### src/rtl/eig_pkg.sv
// Shared definitions for the eigenvalue <-> characteristic polynomial blocks.
// The solver-side bench uses the same widths and state encoding, so keep
// this package free of anything specific to one side of the loopback.
package eig_pkg;

    localparam int EIG_W   = 16;   // eigenvalue component width, two's complement
    localparam int SQ_W    = 31;   // width of one square, |x|^2 <= 2^30
    localparam int DET_W   = 32;   // re^2 + im^2 <= 2^31
    localparam int TRACE_W = 17;   // 2*re

    typedef enum logic [2:0] {
        IDLE,
        MUL_RE,
        MUL_IM,
        SUM,
        DONE
    } state_t;

endpackage

### src/rtl/mul16_reg.sv
// Signed 16x16 multiplier with a single output register stage.
// Ports:
//   clk   - rising-edge clock
//   rst   - asynchronous active-high reset, clears the product register
//   en_i  - clock enable, low holds the registered product
//   a_i   - signed multiplicand
//   b_i   - signed multiplier
//   p_o   - registered signed product, valid one enabled cycle after a_i/b_i
module mul16_reg
    import eig_pkg::*;
(
    input  logic             clk,
    input  logic             rst,
    input  logic             en_i,
    input  logic [EIG_W-1:0] a_i,
    input  logic [EIG_W-1:0] b_i,
    output logic [DET_W-1:0] p_o
);

    logic [DET_W-1:0] prod_q;

    // Product register. Operands are sign-extended to the full 32-bit result
    // width before multiplying, so the full-scale corner (-32768)^2 is exact.
    always_ff @(posedge clk or posedge rst) begin
        if (rst) begin
            prod_q <= '0;
        end else if (en_i) begin
            prod_q <= $signed(a_i) * $signed(b_i);
        end
    end

    assign p_o = prod_q;

endmodule

### src/rtl/eig_to_charpoly.sv
// Rebuilds the 2x2 characteristic polynomial l^2 - T*l + D from a
// complex-conjugate eigenvalue pair re +/- j*im: T = 2*re, D = re^2 + im^2.
// One shared registered multiplier squares re, then im; the FSM sequences it.
// Ports:
//   clk, rst   - rising-edge clock, asynchronous active-high reset
//   enable     - clock enable; low freezes FSM, registers and handshakes
//   in_valid / in_ready   - input handshake for eig_reel / eig_comp
//   eig_reel   - signed real part (16 bit)
//   eig_comp   - signed imaginary magnitude (16 bit, sign irrelevant)
//   out_valid / out_ready - output handshake for trace / det
//   trace      - signed 17-bit 2*re
//   det        - unsigned 32-bit re^2 + im^2
// Optional build macro COMPANION_OUT_EN adds companion matrix outputs
//   m11, m12, m22 (17-bit signed) and m21 (33-bit signed) = [[0,1],[-det,trace]].
module eig_to_charpoly
    import eig_pkg::*;
(
    input  logic               clk,
    input  logic               rst,
    input  logic               enable,
    input  logic               in_valid,
    output logic               in_ready,
    input  logic [EIG_W-1:0]   eig_reel,
    input  logic [EIG_W-1:0]   eig_comp,
    output logic               out_valid,
    input  logic               out_ready,
    output logic [TRACE_W-1:0] trace,
    output logic [DET_W-1:0]   det
`ifdef COMPANION_OUT_EN
    ,
    output logic [TRACE_W-1:0] m11,
    output logic [TRACE_W-1:0] m12,
    output logic [DET_W:0]     m21,
    output logic [TRACE_W-1:0] m22
`endif
);

    state_t             state_q, state_d;
    logic [EIG_W-1:0]   re_q, im_q;
    logic [SQ_W-1:0]    re2_q;
    logic [TRACE_W-1:0] trace_q;
    logic [DET_W-1:0]   det_q;
    logic [EIG_W-1:0]   mulA, mulB;
    logic [DET_W-1:0]   prod;
    logic [DET_W-1:0]   detSum;
    logic               accept, capRe, capDet;

    mul16_reg u_mul (
        .clk  (clk),
        .rst  (rst),
        .en_i (enable),
        .a_i  (mulA),
        .b_i  (mulB),
        .p_o  (prod)
    );

    // Squares are never negative, so bit 31 of the product is always zero and
    // the 32-bit sum of two 31-bit squares cannot overflow.
    assign detSum = {1'b0, re2_q} + prod;

    // Next-state and control decode. The multiplier output lags its operands
    // by one cycle: re^2 appears during MUL_IM and im^2 during SUM.
    always_comb begin
        state_d   = state_q;
        in_ready  = 1'b0;
        out_valid = 1'b0;
        mulA      = '0;
        mulB      = '0;
        accept    = 1'b0;
        capRe     = 1'b0;
        capDet    = 1'b0;
        case (state_q)
            IDLE: begin
                in_ready = 1'b1;
                if (in_valid) begin
                    accept  = 1'b1;
                    state_d = MUL_RE;
                end
            end
            MUL_RE: begin
                mulA    = re_q;
                mulB    = re_q;
                state_d = MUL_IM;
            end
            MUL_IM: begin
                capRe   = 1'b1;
                mulA    = im_q;
                mulB    = im_q;
                state_d = SUM;
            end
            SUM: begin
                capDet  = 1'b1;
                state_d = DONE;
            end
            DONE: begin
                out_valid = 1'b1;
                if (out_ready) begin
                    state_d = IDLE;
                end
            end
            default: state_d = IDLE;
        endcase
    end

    // State register; enable low holds the FSM so no handshake completes.
    always_ff @(posedge clk or posedge rst) begin
        if (rst) begin
            state_q <= IDLE;
        end else if (enable) begin
            state_q <= state_d;
        end
    end

    // Datapath registers. trace/det are only overwritten on accept/SUM, so
    // they remain readable after the output handshake.
    always_ff @(posedge clk or posedge rst) begin
        if (rst) begin
            re_q    <= '0;
            im_q    <= '0;
            re2_q   <= '0;
            trace_q <= '0;
            det_q   <= '0;
        end else if (enable) begin
            if (accept) begin
                re_q    <= eig_reel;
                im_q    <= eig_comp;
                trace_q <= {eig_reel, 1'b0};
            end
            if (capRe) begin
                re2_q <= prod[SQ_W-1:0];
            end
            if (capDet) begin
                det_q <= detSum;
            end
        end
    end

    assign trace = trace_q;
    assign det   = det_q;

`ifdef COMPANION_OUT_EN
    logic          m12Set_q;
    logic [DET_W:0] m21_q;

    // Companion matrix terms update alongside trace (accept) and det (SUM).
    always_ff @(posedge clk or posedge rst) begin
        if (rst) begin
            m12Set_q <= 1'b0;
            m21_q    <= '0;
        end else if (enable) begin
            if (accept) begin
                m12Set_q <= 1'b1;
            end
            if (capDet) begin
                m21_q <= -{1'b0, detSum};
            end
        end
    end

    assign m11 = '0;
    assign m12 = {{(TRACE_W-1){1'b0}}, m12Set_q};
    assign m21 = m21_q;
    assign m22 = trace_q;
`endif

endmodule

### config.mk
export PLATFORM = sky130hd
export DESIGN_NAME = eig_to_charpoly
export DESIGN_NICKNAME = d
export VERILOG_FILES = /design/src/rtl/eig_pkg.sv /design/src/rtl/mul16_reg.sv /design/src/rtl/eig_to_charpoly.sv
export SDC_FILE = /design/constraint.sdc
export NUM_CORES = 1
export LEC_CHECK = 0
export CAP_MARGIN = 15
export CORE_ASPECT_RATIO = 1.25
export CORE_MARGIN = 10
export CORE_UTILIZATION = 55
export CTS_BUF_LIST = sky130_fd_sc_hd__clkbuf_4 sky130_fd_sc_hd__clkbuf_8 sky130_fd_sc_hd__clkbuf_16
export CTS_CLUSTER_SIZE = 30
export DETAILED_ROUTE_END_ITERATION = 16
export DONT_BUFFER_PORTS = 1
export PLACE_DENSITY = 0.73
export REMOVE_ABC_BUFFERS = 1
export SLEW_MARGIN = 20
export SYNTH_ARGS = -nofsm -noshare
export SYNTH_HDL_FRONTEND = slang
export SYNTH_SLANG_ARGS = --single-unit
### constraint.sdc
create_clock -name clk -period 7.4 [get_ports clk]
set_input_delay 1.48 -clock clk [delete_from_list [all_inputs] [get_ports clk]]
set_output_delay 1.48 -clock clk [all_outputs]
set_load 0.005 [all_outputs]
==> run_results.csv, run 1 <==
group,metric,value,unit
die,die_h,203,um
synth,seq_area_frac_synth,21.9,%
timing,slew_headroom,38.6,%
placement,numPortBuffers,0,
cts,insertion_delay,0.44,ns
cells_and_area,multi_input_area,10100,sq um
synth,synthCells,1466,
synth,async_reset_ff_share,100,%
die,start_util,56.0,%
worst_setup_path,worstSetupEndpointType,"flop",
grt,track_usage,19.9,%
synth,synth-seq-cells,128,
synth,synth.area.mux_share,7.19,%
timing,period_minus_slack,7.08,ns
detailed_routing,drt-initial-drc-count,502,
synth,synth_most_common_cell,"inv_1",
cts,numCtsBuffers,17,
detailed_routing,firstDrtPassIters,5,
grt,first_global_vias,11200,
synth,avgSynthCellArea,10.0,sq um
detailed_routing,via_per_inst,5.38,
timing,setup_viol,0,
cts,cts_tree,"built",
synth,synthDistinctLibCells,55,
cts,ctsLongestPathBuffers,2,
cells_and_area,diodes,0,
detailed_routing,drt-total-wl,31.7,mm
timing,slew_violations,0,
synth,yosysTopAreaCellShare,32.0,%
synth,synth-simple-area-share,8.10,%
cells_and_area,register_area,3210,sq um
worst_setup_path,worstPathArrival,7.39,ns
timing,rsz0062_at_grt,"false",
synth,synth_edf_count,0,
worst_setup_path,cp.required,7.71,ns
timing,worstMarginPinSlew,0.920,ns
detailed_routing,remaining_drc_errors,0,
cts,root_buffer,"clkbuf_16",
placement,place.gp.congestion,0.932,
placement,hpwlAfterDp,25.7,mm
die,ioPinCount,88,
detailed_routing,wire_per_inst,17.3,um
timing,fin_setup_tns,0,ns
synth,synth_warnings,0,
die,die_width,166,um
die,core_area,26200,sq um
cells_and_area,nets,1866,
cells_and_area,syn2layout_area_growth,8.61,%
cts,clk_pin_slew,0.06,ns
detailed_routing,vias,9858,
outcome,status,"finished, final reports clean",
timing,fmax,141,MHz
timing,skew,0.0190,ns
detailed_routing,final_antenna_net_count,0,
die,die_area,33600,sq um
worst_setup_path,crit_type,"flop to flop",
synth,syn-cell-area,14700,sq um
timing,hold_viol,0,
worst_setup_path,worstPathMaxFanout,17,
synth,synth_largest_area_cell,"fa_1",
synth,synth_top_family_by_area,"adder cells",
worst_setup_path,start_kind,"flop",
cts,cts_hold_buffers,0,
synth,synth_compound_area_share,7.56,%
grt,grt_first_pass_wirelength,54.4,mm
synth,synthXorXnorAreaFrac,4.12,%
grt,antenna_found_initial,0,
die,num_rows,66,
cells_and_area,drive_gt1_share,12.3,%
job,drv_cap,0,
synth,synth_common_cells,"inv_1, fa_1, nand2_1",
cells_and_area,fillers,2158,
synth,synthTopCellsByArea,"fa_1, dfrtp_1, ha_1",
synth,synth_top_flop_cell,"dfrtp_1",
timing,finalCritPeriodShare,95.7,%
cts,htree_levels,4,
synth,synthAdderAreaFrac,41.8,%
cts,cts_sinks,128,
min_path,min_path_type,"flop to flop",
grt,grt_max_degree,71,
grt,grt.overflow.total,0,
## layout by cell type, fill, tap and decap left out, types with 4 or more instances in the layout
cell type,count
a211oi_1,6
a21o_1,27
a21oi_1,44
and3_1,4
buf_4,32
bufinv_16,5
clkbuf_16,17
clkinv_1,6
dfrtp_1,125
fa_1,234
ha_1,114
inv_1,314
mux2_2,90
mux2i_1,4
nand2_1,148
nand3_1,9
nor2_1,89
nor2_2,4
nor2b_1,7
nor3_1,11
o21a_1,4
o21ai_0,42
o21bai_1,9
xnor2_1,45
xor2_1,24
## cells by family (layout without fill, tap and decap cells)
group                    Yosys count  count (layout)
AO/OA/AOI/OAI                    172             172
XOR/XNOR                          69              69
adder cells (fa/ha/maj)          349             349
buffers and inverters            364             391
flip-flops                       128             128
multiplexers                      94              94
other                              1               1
AND/OR/NAND/NOR                  289             289
## metal layers
layer | GRT usage, % | wire length (um) | vias up
li1 | - | - | 4586
met1 | 21.6 | 12100 | 5039
met2 | 37.5 | 17600 | 187
met3 | 2.90 | 1060 | 46
met4 | 8.46 | 997 | 0
met5 | 0 | 0 | -
## final cells by class
cell class,count,area share [%]
timing repair buffer,34,1.71
clock buffer,20,2.89
sequential,128,20.1
clock inverter,12,1.29
inverter,325,7.72
multi-input combinational,974,63.6
tap,340,2.67
## registers in the layout (all words and copies together), names as in the netlist
signal	count
state_q	3
trace	16
im_q	16
u_mul.p_o	31
det	32
re2_q	30
## metrics by stage
step / std cells / utilization [%] / hold WS, ns / setup WS [ns] / cell area [sq um]
finish: 1833 / 60.8 / 0.509 / 0.321 / 15900
CTS: 1831 / 60.6 / 0.514 / 0.256 / 15900
global route: 1833 / 60.8 / 0.524 / 0.00184 / 15900
global placement: 1799 / 58.0 / 0.491 / 0.307 / 15200
detailed placement: 1799 / 58.0 / 0.498 / 0.295 / 15200
floorplan: 1427 / - / 0.473 / 0.110 / 14500
## critical path, stage by stage (launching register included)
cell      delay [ns]
dfrtp_2         0.45
nor2b_1         0.14
buf_4           0.19
nand2_1         0.08
a21o_1          0.36
clkinv_1        0.16
buf_4           0.20
nand2_1         0.11
inv_1           0.06
ha_1            0.31
a21o_1          0.19
fa_1            0.58
fa_1            0.46
fa_1            0.45
fa_1            0.52
inv_1           0.05
fa_1            0.48
inv_1           0.04
ha_1            0.38
and3_1          0.25
nand3_1         0.11
o311a_1         0.35
a21o_1          0.22
o31ai_2         0.33
nor2_1          0.09
xnor2_1         0.13
mux2_2          0.25
## what timing repair did
action                     CTS  global route
resized for setup            0            17
setup endpoints to repair    0             6
buffers inserted             0             2
## path summary, 6_finish.rpt
path                            endpoint  slack, ns  cells past startpoint        from
min in group asynchronous         det[8]       0.93                      1         rst
max                        u_mul.p_o[28]       0.32                     26  state_q[0]
max in group asynchronous  u_mul.p_o[22]       5.13                      2         rst
min reg2reg                       det[6]       0.51                      2      det[6]
max reg2reg                u_mul.p_o[28]       0.32                     26  state_q[0]
min                               det[6]       0.51                      2      det[6]
Power of run 1 is not shown: default switching activity piles up to over one toggle a cycle in this logic, so the estimate is an artifact.
==> run 2: changes to the inputs <==
Settings changed: CTS_CLUSTER_SIZE 30 to not set, MAX_ROUTING_LAYER set to met4.
==> run_results.csv, run 2 (synthesis results as in run 1) <==
group,metric,value,unit
grt,first_global_vias,11200,
cts,root_buffer,"clkbuf_16",
cts,cts_hold_buffers,0,
job,drv_cap,0,
die,num_rows,66,
cells_and_area,drive_gt1_share,12.0,%
worst_setup_path,crit_type,"flop to flop",
cts,clk_pin_slew,0.06,ns
placement,place_area,15200,sq um
detailed_routing,drt-total-wl,31.8,mm
detailed_routing,top_layer,"met4",
timing,setup_viol,0,
die,start_util,56.0,%
detailed_routing,vias,9839,
cts,cts_sinks,128,
detailed_routing,met3_length,984,um
detailed_routing,firstDrtPassIters,5,
timing,hold_viol,0,
timing,rsz0062_at_grt,"true",
die,ioPinCount,88,
timing,finalCritPeriodShare,95.5,%
worst_setup_path,worstPathArrival,7.38,ns
cts,cts_tree,"built",
die,die_area,33600,sq um
timing,skew,0.0129,ns
cells_and_area,nets,1864,
detailed_routing,remaining_drc_errors,0,
placement,place.gp.congestion,0.968,
cells_and_area,post-route-cell-area,15800,sq um
min_path,min_path_type,"flop to flop",
timing,slew_violations,0,
placement,numPortBuffers,0,
die,core_area,26200,sq um
detailed_routing,drt-met1-wl,11.9,mm
cells_and_area,layout_commonest_cell,"inv_1",
grt,antenna_found_initial,0,
cts,cts_resized,0,
detailed_routing,wire_per_inst,17.4,um
cells_and_area,final_cell_mix,"inv_1, fa_1, nand2_1, dfrtp_1, ha_1",
grt,grt.overflow.total,0,
timing,worstMarginPinSlew,0.919,ns
cells_and_area,diodes,0,
detailed_routing,route.met2.wl,17.7,mm
timing,period_minus_slack,7.07,ns
cells_and_area,largest_reg_flops,32,
timing,fin_setup_tns,0,ns
detailed_routing,via_per_inst,5.37,
timing,fmax,141,MHz
grt,grt_first_pass_wirelength,54.7,mm
worst_setup_path,worstPathMaxFanout,17,
cts,postCtsSetupBuffers,0,
timing,slew_headroom,38.7,%
placement,hpwlAfterDp,26.1,mm
die,die_width,166,um
outcome,status,"finished, final reports clean",
cts,htree_levels,4,
cts,ctsLongestPathBuffers,2,
cells_and_area,syn2layout_area_growth,7.93,%
cts,numCtsBuffers,17,
worst_setup_path,cp.required,7.72,ns
die,die_h,203,um
worst_setup_path,worstSetupEndpointType,"flop",
detailed_routing,final_antenna_net_count,0,
detailed_routing,drt-initial-drc-count,399,
grt,track_usage,20.6,%
worst_setup_path,start_kind,"flop",
cts,insertion_delay,0.44,ns
grt,grt_max_degree,71,
run 2: area by class of cell:
| class | instances | area [sq um] |
|---|---|---|
| Fill cell | 2165 | 10400 |
| Multi-Input combinational cell | 974 | 10100 |
| Sequential cell | 128 | 3210 |
| Inverter | 325 | 1230 |
| Clock buffer | 17 | 425 |
| Tap cell | 340 | 425 |
| Timing Repair Buffer | 32 | 256 |
| Clock inverter | 15 | 160 |
run 2: per-stage QoR:
| stage | std cells | hold WS [ns] | util [%] | setup slack [ns] |
|---|---|---|---|---|
| global placement | 1799 | 0.489 | 58.0 | 0.353 |
| floorplan | 1427 | 0.473 | - | 0.110 |
| CTS | 1831 | 0.512 | 60.3 | 0.186 |
| detailed placement | 1799 | 0.497 | 58.0 | 0.217 |
| finish | 1831 | 0.510 | 60.4 | 0.331 |
| global route | 1831 | 0.517 | 60.4 | -0.0124 |
run 2: worst paths after layout:
check | startpoint | endpoint | slack [ns] | cells past startpoint
setup / recovery | state_q[0] | u_mul.p_o[28] | 0.33 | 25
min in group asynchronous | rst | re2_q[7] | 0.95 | 1
hold reg to reg | im_q[10] | im_q[10] | 0.51 | 1
max in group asynchronous | rst | u_mul.p_o[24] | 5.14 | 2
hold / removal | im_q[10] | im_q[10] | 0.51 | 1
setup reg to reg | state_q[0] | u_mul.p_o[28] | 0.33 | 25
run 2: layer usage:
layer  vias up  GRT usage [%]
met1      5006           21.5
met4         0           9.00
li1       4581              -
met3        66           2.90
met5         -              -
met2       186           38.0
run 2: worst max-delay path: stages (launching register included):
cell	delay, ns
dfrtp_2	0.43
nor2b_1	0.19
buf_6	0.19
nand2_1	0.10
a21o_1	0.33
nor2_1	0.24
inv_1	0.09
fa_1	0.51
fa_1	0.51
inv_1	0.06
fa_1	0.50
inv_1	0.06
fa_1	0.55
fa_1	0.43
fa_1	0.49
inv_1	0.04
ha_1	0.34
and3_1	0.21
and3_1	0.23
nand3_1	0.12
o311a_1	0.34
a21o_1	0.21
o31ai_2	0.32
nor2_1	0.09
xnor2_1	0.13
mux2_2	0.26
Power of run 2 is left out for the same reason.
==> run 3: changes to the inputs <==
Settings changed: CORE_MARGIN 10 to 3, PLACE_DENSITY 0.73 to 0.74.
==> run_results.csv, run 3 (synthesis results as in run 1) <==
group,metric,value,unit
outcome,status,"finished, final reports clean",
cts,numCtsBuffers,17,
cts,clk_pin_slew,0.06,ns
worst_setup_path,rr_startpoint,"state_q[0]",
worst_setup_path,cp_num_buf_inv,5,
timing,slew_violations,0,
worst_setup_path,r2r_end,"u_mul.p_o[28]",
min_path,holdPathEnd,"det[12]",
die,die_width,152,um
detailed_routing,drt-initial-drc-count,424,
timing,fin_hold_ws,0.506,ns
die,ioPinCount,88,
placement,numPortBuffers,0,
min_path,min-delay-start,"det[12]",
timing,fmax,141,MHz
timing,period_minus_slack,7.09,ns
cells_and_area,fin_cells,1846,
timing,skew,0.00956,ns
grt,grt_first_pass_wirelength,53.9,mm
timing,worstMarginPinSlew,0.912,ns
detailed_routing,final_antenna_net_count,0,
timing,slew_headroom,39.2,%
timing,rsz0062_at_grt,"true",
grt,first_global_vias,11100,
cells_and_area,largest_reg_flops,32,
worst_setup_path,rrSetupSlack,0.31,ns
die,num_rows,66,
timing,finalCritPeriodShare,95.8,%
detailed_routing,firstDrtPassIters,5,
cells_and_area,nets,1879,
grt,track_usage,24.2,%
worst_setup_path,cp.required,7.72,ns
cells_and_area,drive_gt1_share,13.3,%
grt,grt_max_degree,73,
worst_setup_path,worstSetupEndpointType,"flop",
cells_and_area,diodes,0,
worst_setup_path,worstPathMaxFanout,17,
worst_setup_path,start_kind,"flop",
detailed_routing,drt-total-wl,31.8,mm
die,start_util,56.2,%
cts,cts_tree,"built",
grt,grt.overflow.total,0,
worst_setup_path,crit_type,"flop to flop",
worst_setup_path,rr_worst_depth,25,
cts,root_buffer,"clkbuf_16",
placement,place.gp.congestion,0.994,
cells_and_area,layout_commonest_cell,"inv_1",
timing,hold_viol,0,
die,die_h,189,um
detailed_routing,vias,9993,
detailed_routing,remaining_drc_errors,0,
cts,ctsLongestPathBuffers,2,
cells_and_area,postLayoutCoreUtil,61.6,%
job,drv_cap,0,
grt,antenna_found_initial,0,
worst_setup_path,cpMostUsedCell,"fa_1",
min_path,hold_depth,2,
cts,cts_sinks,128,
worst_setup_path,worstPathArrival,7.41,ns
placement,dp_cells,1799,
worst_setup_path,cpLargestDelayFamily,"adder cells",
timing,fin_setup_tns,0,ns
die,core_area,26100,sq um
worst_setup_path,cpPeakStageDelay,0.55,ns
detailed_routing,wire_per_inst,17.2,um
cells_and_area,syn2layout_area_growth,9.71,%
placement,hpwlAfterDp,25.3,mm
cts,insertion_delay,0.44,ns
cts,htree_levels,4,
min_path,min_path_type,"flop to flop",
die,die_area,28700,sq um
timing,setup_viol,0,
worst_setup_path,cpMaxStageDelayCell,"fa_1",
cells_and_area,fillers,2189,
cells_and_area,final_cell_mix,"inv_1, fa_1, nand2_1, dfrtp_1, ha_1",
detailed_routing,via_per_inst,5.41,
[run 3: changes by cell type in the layout (fill, tap and decap cells not counted), sizes merged]
cell and change:
clkbuf +2, bufinv +3, clkinvlp +3, buf +15, inv -5, clkinv -3
[run 3: routing by layer]
layer,vias to the layer above,part of all wire (%),global-route usage [%]
met1,5081,38,27.0
met3,67,3.7,3.35
met4,0,4.2,10.2
li1,4612,-,-
met2,233,54,43.6
met5,-,0,-
[run 3: worst min-delay path: stages, from the launching register on]
cell and delay, ns:
dfrtp_1 0.36, nand2_1 0.05, o21ai_0 0.06
[run 3: area by class of cell]
class	count	area (sq um)	area share, %
flip-flops and latches	128	3210	19.9
multi-input cells	974	10100	63.1
repair buffers	47	403	2.51
clock buffers	19	440	2.74
well taps	340	425	2.65
clock inverters	13	211	1.32
inverters	325	1250	7.76
[run 3: how the worst max path moves through the flow]
stage                     cells after the start       start       endpoint  slack, ns
after floorplan                              23  state_q[0]  u_mul.p_o[28]       0.11
after global placement                       26  state_q[0]  u_mul.p_o[28]       0.32
after detailed placement                     26  state_q[0]  u_mul.p_o[28]       0.15
after CTS                                    26  state_q[0]  u_mul.p_o[28]       0.13
after global routing                         25  state_q[0]  u_mul.p_o[28]      -0.05
final                                        25  state_q[0]  u_mul.p_o[28]       0.31
[run 3: metrics by stage]
stage          cell area (sq um)  setup WS, ns
2_1_floorplan              14500         0.110
3_3_place_gp               15200         0.322
3_5_place_dp               15200         0.155
4_1_cts                    15900         0.125
5_1_grt                    16100       -0.0519
6_report                   16100         0.309
[run 3: what timing repair did]
action / 4_1_cts / 5_1_grt
setup endpoints to repair: 0 / 7
hold buffers: 0 / 0
setup buffers: 0 / 15
gates resized for setup: 0 / 22
Power of run 3 is left out for the same reason.
